[src/rtl/ball_if.sv]
// ball_if: bundle between the ball engine and the map and display side.
//   q_lane, q_row : map tile query, driven by the ball engine
//   tile_solid    : map answer for (q_lane, q_row), valid 1 clk after the query changes
//   x_ball, y_ball, ball_state, fail : game state consumed by the display
// master = ball engine, slave = map/display side.
interface ball_if;
   logic [2:0]  q_lane;
   logic [10:0] q_row;
   logic        tile_solid;
   logic [9:0]  x_ball;
   logic [25:0] y_ball;
   logic [2:0]  ball_state;
   logic        fail;

   modport master (
      output q_lane, q_row, x_ball, y_ball, ball_state, fail,
      input  tile_solid
   );

   modport slave (
      input  q_lane, q_row, x_ball, y_ball, ball_state, fail,
      output tile_solid
   );
endinterface

[src/rtl/ball_ctrl.sv]
// ball_ctrl: game-state engine feeding the VGA renderer.
// The ball moves forward by SPEED on every frame tick and is steered by the buttons.
// The jump button starts a run or triggers a jump. The engine detects a fall when
// the map tile under a grounded ball is not solid.
// Ports:
//   clk, clrn                          clock, asynchronous active-low reset
//   tick                               one-cycle frame strobe
//   btn_left, btn_right, btn_jump      raw asynchronous buttons
//   bus (ball_if.master)               map query and ball outputs
module ball_ctrl #(
   parameter int SPEED       = 4,
   parameter int XSPEED      = 3,
   parameter int X_MIN       = 46,
   parameter int X_MAX       = 353,
   parameter int X_INIT      = 200,
   parameter int ROW_LEN     = 80,
   parameter int LANE_W      = 50,
   parameter int STEP_FRAMES = 4,
   parameter int WIN_Y       = 16000
) (
   input  logic   clk,
   input  logic   clrn,
   input  logic   tick,
   input  logic   btn_left,
   input  logic   btn_right,
   input  logic   btn_jump,
   ball_if.master bus
);

   typedef enum logic [2:0] {IDLE, RUN, AIR, DEAD, WON} state_t;

   localparam int REM_W = $clog2(ROW_LEN + SPEED) + 1;
   localparam int CNT_W = $clog2(STEP_FRAMES) + 1;

   localparam logic [10:0]      X_MIN_W   = 11'(X_MIN);
   localparam logic [10:0]      X_MAX_W   = 11'(X_MAX);
   localparam logic [10:0]      XSPEED_W  = 11'(XSPEED);
   localparam logic [25:0]      SPEED_Y   = 26'(SPEED);
   localparam logic [25:0]      WIN_Y_W   = 26'(WIN_Y);
   localparam logic [REM_W-1:0] SPEED_R   = REM_W'(SPEED);
   localparam logic [REM_W-1:0] ROW_LEN_R = REM_W'(ROW_LEN);
   localparam logic [CNT_W-1:0] STEP_LAST = CNT_W'(STEP_FRAMES - 1);

   state_t           state_reg, state_next;
   logic [9:0]       x_reg, x_next;
   logic [25:0]      y_reg, y_next;
   logic [REM_W-1:0] rem_reg, rem_next;
   logic [10:0]      row_reg, row_next;
   logic [2:0]       lane_reg, lane_next;
   logic [2:0]       bs_reg, bs_next;
   logic [3:0]       phase_reg, phase_next;
   logic [CNT_W-1:0] cnt_reg, cnt_next;
   logic             fail_reg, fail_next;
   logic             jump_req_reg, jump_req_next;
   logic             tick_d1_reg, tick_d2_reg;

   logic left_s1_reg, left_s2_reg, right_s1_reg, right_s2_reg;
   logic jump_s1_reg, jump_s2_reg, jump_s3_reg;
   logic jump_pulse, jump_seen;

   // Jump arc: phases 0..9 map to heights 1,2,3,4,5,5,4,3,2,1.
   function automatic logic [2:0] height_of(input logic [3:0] p);
      logic [3:0] h;
      h = (p < 4'd5) ? p + 4'd1 : 4'd10 - p;
      return h[2:0];
   endfunction

   assign jump_pulse = jump_s2_reg & ~jump_s3_reg;
   // A pulse on the tick cycle itself still counts for that tick.
   assign jump_seen  = jump_req_reg | jump_pulse;

   // Lane lookup without a divider: lane = number of lane boundaries at or left of x.
   logic [6:0] lane_ge;
   genvar gi;
   generate
      for (gi = 0; gi < 7; gi++) begin : g_lane
         assign lane_ge[gi] = (x_reg >= 10'((gi + 1) * LANE_W));
      end
   endgenerate

   always_comb begin
      lane_next = 3'd0;
      for (int i = 0; i < 7; i++) begin
         lane_next = lane_next + {2'b00, lane_ge[i]};
      end
   end

   // Saturating steering, computed one bit wider so that nothing wraps.
   logic [10:0] x_wide, x_left, x_right, x_steer;
   always_comb begin
      x_wide  = {1'b0, x_reg};
      x_left  = (x_wide < X_MIN_W + XSPEED_W) ? X_MIN_W : x_wide - XSPEED_W;
      x_right = (x_wide + XSPEED_W > X_MAX_W) ? X_MAX_W : x_wide + XSPEED_W;
      x_steer = x_wide;
      if (left_s2_reg && !right_s2_reg) x_steer = x_left;
      if (right_s2_reg && !left_s2_reg) x_steer = x_right;
   end

   logic [25:0]      y_adv;
   logic [REM_W-1:0] rem_sum;
   assign y_adv   = y_reg + SPEED_Y;
   assign rem_sum = rem_reg + SPEED_R;

   always_comb begin
      state_next    = state_reg;
      x_next        = x_reg;
      y_next        = y_reg;
      rem_next      = rem_reg;
      row_next      = row_reg;
      bs_next       = bs_reg;
      phase_next    = phase_reg;
      cnt_next      = cnt_reg;
      fail_next     = fail_reg;
      jump_req_next = jump_req_reg;

      if (tick)            jump_req_next = 1'b0;
      else if (jump_pulse) jump_req_next = 1'b1;

      if (tick) begin
         case (state_reg)
            IDLE: if (jump_seen) state_next = RUN;
            RUN, AIR: begin
               y_next = y_adv;
               x_next = x_steer[9:0];
               // Row counter tracks y_ball / ROW_LEN incrementally.
               if (rem_sum >= ROW_LEN_R) begin
                  rem_next = rem_sum - ROW_LEN_R;
                  if (row_reg != 11'h7FF) row_next = row_reg + 11'd1;
               end else begin
                  rem_next = rem_sum;
               end
               if (y_adv > WIN_Y_W) begin
                  state_next = WON;
               end else if (state_reg == RUN) begin
                  if (jump_seen) begin
                     state_next = AIR;
                     bs_next    = 3'd1;
                     phase_next = 4'd0;
                     cnt_next   = '0;
                  end
               end else if (cnt_reg == STEP_LAST) begin
                  cnt_next = '0;
                  if (phase_reg == 4'd9) begin
                     bs_next    = 3'd0;
                     state_next = RUN;
                  end else begin
                     phase_next = phase_reg + 4'd1;
                     bs_next    = height_of(phase_reg + 4'd1);
                  end
               end else begin
                  cnt_next = cnt_reg + CNT_W'(1);
               end
            end
            default: ;
         endcase
      end

      // The tile under the ball has settled two clocks after the tick.
      if (tick_d2_reg && state_reg == RUN && bs_reg == 3'd0 && !bus.tile_solid) begin
         state_next = DEAD;
         fail_next  = 1'b1;
      end
   end

   always_ff @(posedge clk or negedge clrn) begin
      if (!clrn) state_reg <= IDLE;
      else       state_reg <= state_next;
   end

   always_ff @(posedge clk or negedge clrn) begin
      if (!clrn) begin
         x_reg        <= 10'(X_INIT);
         y_reg        <= '0;
         rem_reg      <= '0;
         row_reg      <= '0;
         lane_reg     <= 3'(X_INIT / LANE_W);
         bs_reg       <= '0;
         phase_reg    <= '0;
         cnt_reg      <= '0;
         fail_reg     <= 1'b0;
         jump_req_reg <= 1'b0;
         tick_d1_reg  <= 1'b0;
         tick_d2_reg  <= 1'b0;
         left_s1_reg  <= 1'b0;
         left_s2_reg  <= 1'b0;
         right_s1_reg <= 1'b0;
         right_s2_reg <= 1'b0;
         jump_s1_reg  <= 1'b0;
         jump_s2_reg  <= 1'b0;
         jump_s3_reg  <= 1'b0;
      end else begin
         x_reg        <= x_next;
         y_reg        <= y_next;
         rem_reg      <= rem_next;
         row_reg      <= row_next;
         lane_reg     <= lane_next;
         bs_reg       <= bs_next;
         phase_reg    <= phase_next;
         cnt_reg      <= cnt_next;
         fail_reg     <= fail_next;
         jump_req_reg <= jump_req_next;
         tick_d1_reg  <= tick;
         tick_d2_reg  <= tick_d1_reg;
         left_s1_reg  <= btn_left;
         left_s2_reg  <= left_s1_reg;
         right_s1_reg <= btn_right;
         right_s2_reg <= right_s1_reg;
         jump_s1_reg  <= btn_jump;
         jump_s2_reg  <= jump_s1_reg;
         jump_s3_reg  <= jump_s2_reg;
      end
   end

   assign bus.x_ball     = x_reg;
   assign bus.y_ball     = y_reg;
   assign bus.q_row      = row_reg;
   assign bus.q_lane     = lane_reg;
   assign bus.ball_state = bs_reg;
   assign bus.fail       = fail_reg;

endmodule

[src/flat_wrapper.sv]
// flat-port wrapper written by rule: the top's interface ports become plain ports
module ball_ctrl_flat 
#(
   parameter int SPEED       = 4,
   parameter int XSPEED      = 3,
   parameter int X_MIN       = 46,
   parameter int X_MAX       = 353,
   parameter int X_INIT      = 200,
   parameter int ROW_LEN     = 80,
   parameter int LANE_W      = 50,
   parameter int STEP_FRAMES = 4,
   parameter int WIN_Y       = 16000
)
  (clk, clrn, tick, btn_left, btn_right, btn_jump, bus_q_lane, bus_q_row, bus_x_ball, bus_y_ball, bus_ball_state, bus_fail, bus_tile_solid);
  ball_if bus_i ();
  input  logic clk;
  input  logic clrn;
  input  logic tick;
  input  logic btn_left;
  input  logic btn_right;
  input  logic btn_jump;
  output wire logic [$bits(bus_i.q_lane)-1:0] bus_q_lane;
  output wire logic [$bits(bus_i.q_row)-1:0] bus_q_row;
  output wire logic [$bits(bus_i.x_ball)-1:0] bus_x_ball;
  output wire logic [$bits(bus_i.y_ball)-1:0] bus_y_ball;
  output wire logic [$bits(bus_i.ball_state)-1:0] bus_ball_state;
  output wire logic [$bits(bus_i.fail)-1:0] bus_fail;
  input wire logic [$bits(bus_i.tile_solid)-1:0] bus_tile_solid;
  assign bus_q_lane = bus_i.q_lane;
  assign bus_q_row = bus_i.q_row;
  assign bus_x_ball = bus_i.x_ball;
  assign bus_y_ball = bus_i.y_ball;
  assign bus_ball_state = bus_i.ball_state;
  assign bus_fail = bus_i.fail;
  assign bus_i.tile_solid = bus_tile_solid;
  ball_ctrl #(.SPEED(SPEED), .XSPEED(XSPEED), .X_MIN(X_MIN), .X_MAX(X_MAX), .X_INIT(X_INIT), .ROW_LEN(ROW_LEN), .LANE_W(LANE_W), .STEP_FRAMES(STEP_FRAMES), .WIN_Y(WIN_Y)) u_core (.clk(clk), .clrn(clrn), .tick(tick), .btn_left(btn_left), .btn_right(btn_right), .btn_jump(btn_jump), .bus(bus_i));
endmodule
[config.mk]
export PLATFORM = sky130hd
export DESIGN_NAME = ball_ctrl_flat
export DESIGN_NICKNAME = d
export VERILOG_FILES = /design/src/rtl/ball_if.sv /design/src/rtl/ball_ctrl.sv /design/src/flat_wrapper.sv
export SDC_FILE = /design/constraint.sdc
export NUM_CORES = 1
export LEC_CHECK = 0
export ABC_CLOCK_PERIOD_IN_PS = 5600
export BUFFER_PORTS_ARGS = -buffer_cell sky130_fd_sc_hd__buf_2
export CELL_PAD_IN_SITES_DETAIL_PLACEMENT = 1
export CELL_PAD_IN_SITES_GLOBAL_PLACEMENT = 2
export CORE_AREA = 8 8 144 106
export DETAILED_ROUTE_END_ITERATION = 7
export DIE_AREA = 0 0 152 114
export PLACE_DENSITY_LB_ADDON = 0.08
export REMOVE_ABC_BUFFERS = 1
export SYNTH_ARGS = -nofsm -noshare
export SYNTH_HDL_FRONTEND = slang
export SYNTH_SLANG_ARGS = --single-unit
[constraint.sdc]
create_clock -name clk -period 5.6 [get_ports clk]
set_clock_uncertainty 0.2 [all_clocks]
set_input_delay 1.12 -clock clk [delete_from_list [all_inputs] [get_ports clk]]
set_output_delay 1.12 -clock clk [all_outputs]
set_load 0.01 [all_outputs]
# Word-level counts from Yosys, hierarchy flattened
# Cells that the tools add are included.
classes:
  addsub: 16
  order_cmp: 12
  n_eq_ne: 11
  muxes: 27
  bitwise: 4
  reduce_logical: 23
op_table:
  columns: ["op", "count"]
  rows:
  - ["$mux W3", 15]
  - ["$mux W10", 4]
  - ["$ge A10 B8 Y1 const B", 3]
  - ["$add A26 B3 Y26 const B", 1]
  - ["$gt A26 B14 Y1 const B", 1]
  - ["$ge A10 B9 Y1 const B", 2]
  - ["$mux W4", 4]
  - ["$add A3 B1 Y3", 5]
  - ["$reduce_and A6 Y1", 2]
  - ["$add A10 B2 Y11 const B", 1]
  - ["$add A11 B1 Y11 const B", 1]
  - ["$gt A11 B9 Y1 const B", 1]
  - ["$ne A11 B11 Y1 const B", 1]
  - ["$ge A10 B6 Y1 const B", 1]
  - ["$ge A10 B7 Y1 const B", 1]
  - ["$lt A10 B6 Y1 const B", 1]
  - ["$ne A5 B1 Y1 const B", 2]
  - ["$sub A10 B2 Y10 const B", 1]
  - ["$add A8 B3 Y8 const B", 1]
  - ["$ge A8 B7 Y1 const B", 1]
  - ["$mux W8", 1]
  - ["$reduce_and A4 Y1", 2]
  - ["$reduce_bool A2 Y1", 4]
  - ["$sub A8 B7 Y8 const B", 1]
  - ["24 further kinds", 36]
word_totals:
  regBits: 82
  in_bits: 7
  out_inout_bits: 54
  wordCells: 113

# Logic depth before layout (Yosys ltp)
depth:
  word_depth: 9
  ltp_mapped: 14
  ltp_nobuf: 12

# Least setup slack after synthesis
# Ideal clock, no wire load.
synth_path:
  path_type: "register -> register"
  from: "register u_core.x_reg[3], in the netlist u_core.bus.x_ball[3]"
  to: "register u_core.lane_reg[1], in the netlist u_core.bus.q_lane[1]"
  setup_ps: 64
  arrival_time_ps: 3363
  required_ps: 5336
  path_slack_ps: 1973
  path_stages_with_launch: 14
  path_buffers: 2
  period_less_slack_ps: 3627
  path_cell_list: "dfstp_2 > clkbuf_1 > clkbuf_1 > nor3_1 > o21ai_0 > ha_1 > fa_1 > inv_1 > fa_1 > inv_1 > ha_1 > inv_1 > fa_1 > inv_1"
synth_via:
  elab_chain_cells: 7
  elab_cells_between_ends: 13
  cone_classes: "add/sub: 6; order compare: 7"
synth_lines:
  columns: ["element", "line_no", "rtl"]
  rows:
  - ["from (decl)", "ball_ctrl.sv:45", "logic [9:0] x_reg, x_next;"]
  - ["from (signal assigned)", "ball_ctrl.sv:172", "x_reg <= 10'(X_INIT);"]
  - ["from (signal assigned)", "ball_ctrl.sv:192", "x_reg <= x_next;"]
  - ["$ge A10 B6 Y1 or $ge A10 B7 Y1 (tied branches)", "ball_ctrl.sv:77", "assign lane_ge[gi] = (x_reg >= 10'((gi + 1) * LANE_W));"]
  - ["$add A1 B1 Y2", "ball_ctrl.sv:84", "lane_next = lane_next + {2'b00, lane_ge[i]};"]
  - ["$add A3 B1 Y3 (4 in series)", "ball_ctrl.sv:84", null]
  - ["$add A3 B1 Y3 (*)", "ball_ctrl.sv:84", null]
  - ["via u_core.lane_next[1]", "ball_ctrl.sv:49", "logic [2:0] lane_reg, lane_next;"]
  - ["to (signal assigned)", "ball_ctrl.sv:176", "lane_reg <= 3'(X_INIT / LANE_W);"]
  - ["to (signal assigned)", "ball_ctrl.sv:196", "lane_reg <= lane_next;"]
  - ["to (decl)", "ball_ctrl.sv:49", null]
# The timed path passes the listed nets; every way through them passes the cells marked *.
# A chain may end at the register's enable or synchronous reset.

# Final worst setup path
layout_path:
  from: "register u_core.x_reg[2], in the netlist u_core.bus.x_ball[2]"
  to: "register u_core.lane_reg[1], in the netlist u_core.bus.q_lane[1]"
# Same word-level chain as after synthesis.

==> impl_metrics.ini <==
[outcome]
outcome = finished, final reports clean

[power_and_ir_drop]
power.density_nw_per_um2 = 453
netSwitchingFraction = 0.412
p_sw_w = 0.00105
intPower_w = 0.00150
p_leak_nw = 2.54
seq_power_share = 0.359
p_comb_frac = 0.387
power.share.clock = 0.254
ir_drop_uv = 192

[drt]
drtIter0Drc = 304
dr.pass1.iters = 4
wl_um = 13300
routed_via_density = 5.56
wl_per_cell_um = 17.8
antenna_left = 0
drc_errors = 0
num_vias = 4161

[critical_path]
setup.worst_path.class = reg -> reg
crit_end = u_core.bus.q_lane[1]$_DFF_PN0_
cp-end-kind = register
reg2reg_slack_ns = 1.93
reg2reg_from = u_core.bus.x_ball[2]$_DFFE_PN0P_
critPathLaunch = u_core.bus.x_ball[2]$_DFFE_PN0P_
path_max_fanout = 18
r2r_end = u_core.bus.q_lane[1]$_DFF_PN0_
worst_setup_path_start_kind = register
reg2regPathDepth = 11
arrival_ns = 3.76
cp_data_required_time_ns = 5.69

[cts]
cts_buffers = 9
clk_pin_slew_worst_paths_ns = 0.06
clock_latency_ns = 0.35
root_buffer = clkbuf_16
cts.sinks = 78
htree_levels = 3
postCtsSetupRepairBufs = 0
clockBufferDepth = 2
hold_buffers = 0
cts_resized = 0
tritoncts = done

[synthesis]
postSynthCellCount = 535
syn_avg_cell_area_um2 = 9.23
synth.area.top_cells = dfrtp_1 37%, xnor2_1 7.6%, ha_1 4.8%, nand2_1 4.1%, nor2_1 2.6%
synth_top_area_frac = 0.375
synth_edf_count = 0
ys.flop_type = dfrtp_1
ys_ff_latch = 78
async_reset_ff_frac = 1.00
synth_top_area_cell = dfrtp_1
synthDistinctLibCells = 68
yosys_warnings = 0
seq_area_frac_synth = 0.396
netlist_area_um2 = 4940

[floorplan]
dieWidth_um = 152
floorplan.initialDensity = 0.382
die_y_um = 114
ios = 61
core_um2 = 12900
die_area_um2 = 17300
rows = 35

[layout]
largest_reg_flops = 24
seq_area_um2 = 1960
drive_gt1_frac = 0.167
synthToLayoutAreaGrowth_pct = 14.1
final_common_cell = dfrtp_1
fin_cells = 748
antenna_cells = 0
multi_input_area_um2 = 2750
fillCellCount = 1491
num-nets-final = 606
final_cell_mix = 74 x dfrtp_1, 57 x buf_2, 54 x nand2_1, 43 x xnor2_1, 34 x nor2_1

[timing]
tightest_slew_ns = 0.846
period_share = 0.656
period_minus_slack_ns = 3.67
rsz0062_at_grt = false
final_max_slew_viol_count = 0
timing.slew.headroom = 0.434
final-hold-violation-count = 0
max_clock_freq_mhz = 272
finalSetupViolCount = 0
tns_ns = 0

[grt]
antenna_found_initial = 0
grt.total_usage = 0.160
grt_pass1_wl_um = 22800
grt_pass1_vias = 4358
grt_max_degree = 56
grt_overflow = 0

[min_path]
hold_path_class = reg -> reg

[job]
drv_cap = 0

[placed_design]
hpwlAfterDp_um = 9620
io_buffers = 58
dp.cells = 732
gp_congestion = 0.860
[critical path: stages, from the launching register on]
cell and delay (ns):
dfrtp_1 0.58, nor3_1 0.49, o21ai_0 0.17, ha_1 0.33
fa_1 0.54, inv_1 0.05, fa_1 0.53, inv_1 0.04
ha_1 0.18, inv_1 0.06, fa_1 0.40, inv_1 0.06
[final cells by class]
cell class / count / share of cell area
clock buffer: 11 / 0.0431
clock inverter: 5 / 0.0144
inverter: 23 / 0.0153
multi-input combinational: 404 / 0.487
sequential: 78 / 0.347
tap: 166 / 0.0369
timing repair buffer: 61 / 0.0560
[Yosys cell counts (all sizes together) (4+ instances only)]
cell / n
nand2: 54
nor2b: 8
and3: 10
nor4: 13
a211o: 5
a21oi: 25
a211oi: 5
and2: 8
or3: 5
ha: 19
nand4: 17
nor3: 14
dfrtp: 74
o211ai: 4
nand3: 23
o21ai: 26
a21o: 4
buf: 11
dfstp: 4
xor2: 12
nand2b: 10
nor2: 34
xnor2: 43
clkbuf: 20
o31ai: 5
inv: 22
[cells by family (layout without fill, tap and decap cells)]
group                      Yosys count  after routing  share of synthesized area
and+or+nand+nor                    207            207                      0.222
AOI/OAI and AO/OA                  112            112                      0.162
DFF                                 78             78                      0.396
xor gates and xnor gates            55             55                     0.0975
buffers and inverters               54            100                     0.0486
adders and majority gates           22             22                     0.0603
muxes                                6              6                     0.0129
other                                1              2                   0.000759
[metal layers]
layer | GRT usage | vias to the layer above | part of all wire
li1 | - | 1991 | -
met2 | 0.249 | 79 | 0.43
met1 | 0.214 | 2073 | 0.51
met4 | 0.0411 | 0 | 0.012
met5 | 0 | - | 0
met3 | 0.0442 | 18 | 0.044
[power by group through the flow]
stage | combinational (W) | clock [W] | sequential (W)
after floorplan | 0.000664 | 0 | 0.000891
after global placement | 0.000972 | 0 | 0.000910
after detailed placement | 0.000992 | 0 | 0.000919
after CTS | 0.00100 | 0.000670 | 0.000911
after global routing | 0.00113 | 0.000693 | 0.000942
final | 0.000988 | 0.000649 | 0.000915
[metrics by stage]
stage,instance area (µm²),power (W),util,hold slack [ns],setup WS [ns]
detailed placement,5310,0.00191,0.411,0.137,1.95
CTS,5640,0.00258,0.436,0.155,1.93
global placement,5310,0.00188,0.411,0.133,2.02
floorplan,4790,0.00156,-,0.131,2.19
global route,5640,0.00277,0.436,0.165,1.71
finish,5640,0.00255,0.436,0.148,1.93
[worst min path at each step]
stage / start / end / slack, ns / cells past startpoint
5_1_grt: u_core.tick_d1_reg$_DFF_PN0_ / u_core.tick_d2_reg$_DFF_PN0_ / 0.16 / 0
3_5_place_dp: u_core.jump_s1_reg$_DFF_PN0_ / u_core.jump_s2_reg$_DFF_PN0_ / 0.14 / 0
6_report: u_core.jump_s1_reg$_DFF_PN0_ / u_core.jump_s2_reg$_DFF_PN0_ / 0.15 / 0
4_1_cts: u_core.jump_s1_reg$_DFF_PN0_ / u_core.jump_s2_reg$_DFF_PN0_ / 0.15 / 0
2_1_floorplan: u_core.jump_s1_reg$_DFF_PN0_ / u_core.jump_s2_reg$_DFF_PN0_ / 0.13 / 0
3_3_place_gp: u_core.jump_s1_reg$_DFF_PN0_ / u_core.jump_s2_reg$_DFF_PN0_ / 0.13 / 0
(Power assumes the default switching activity.)
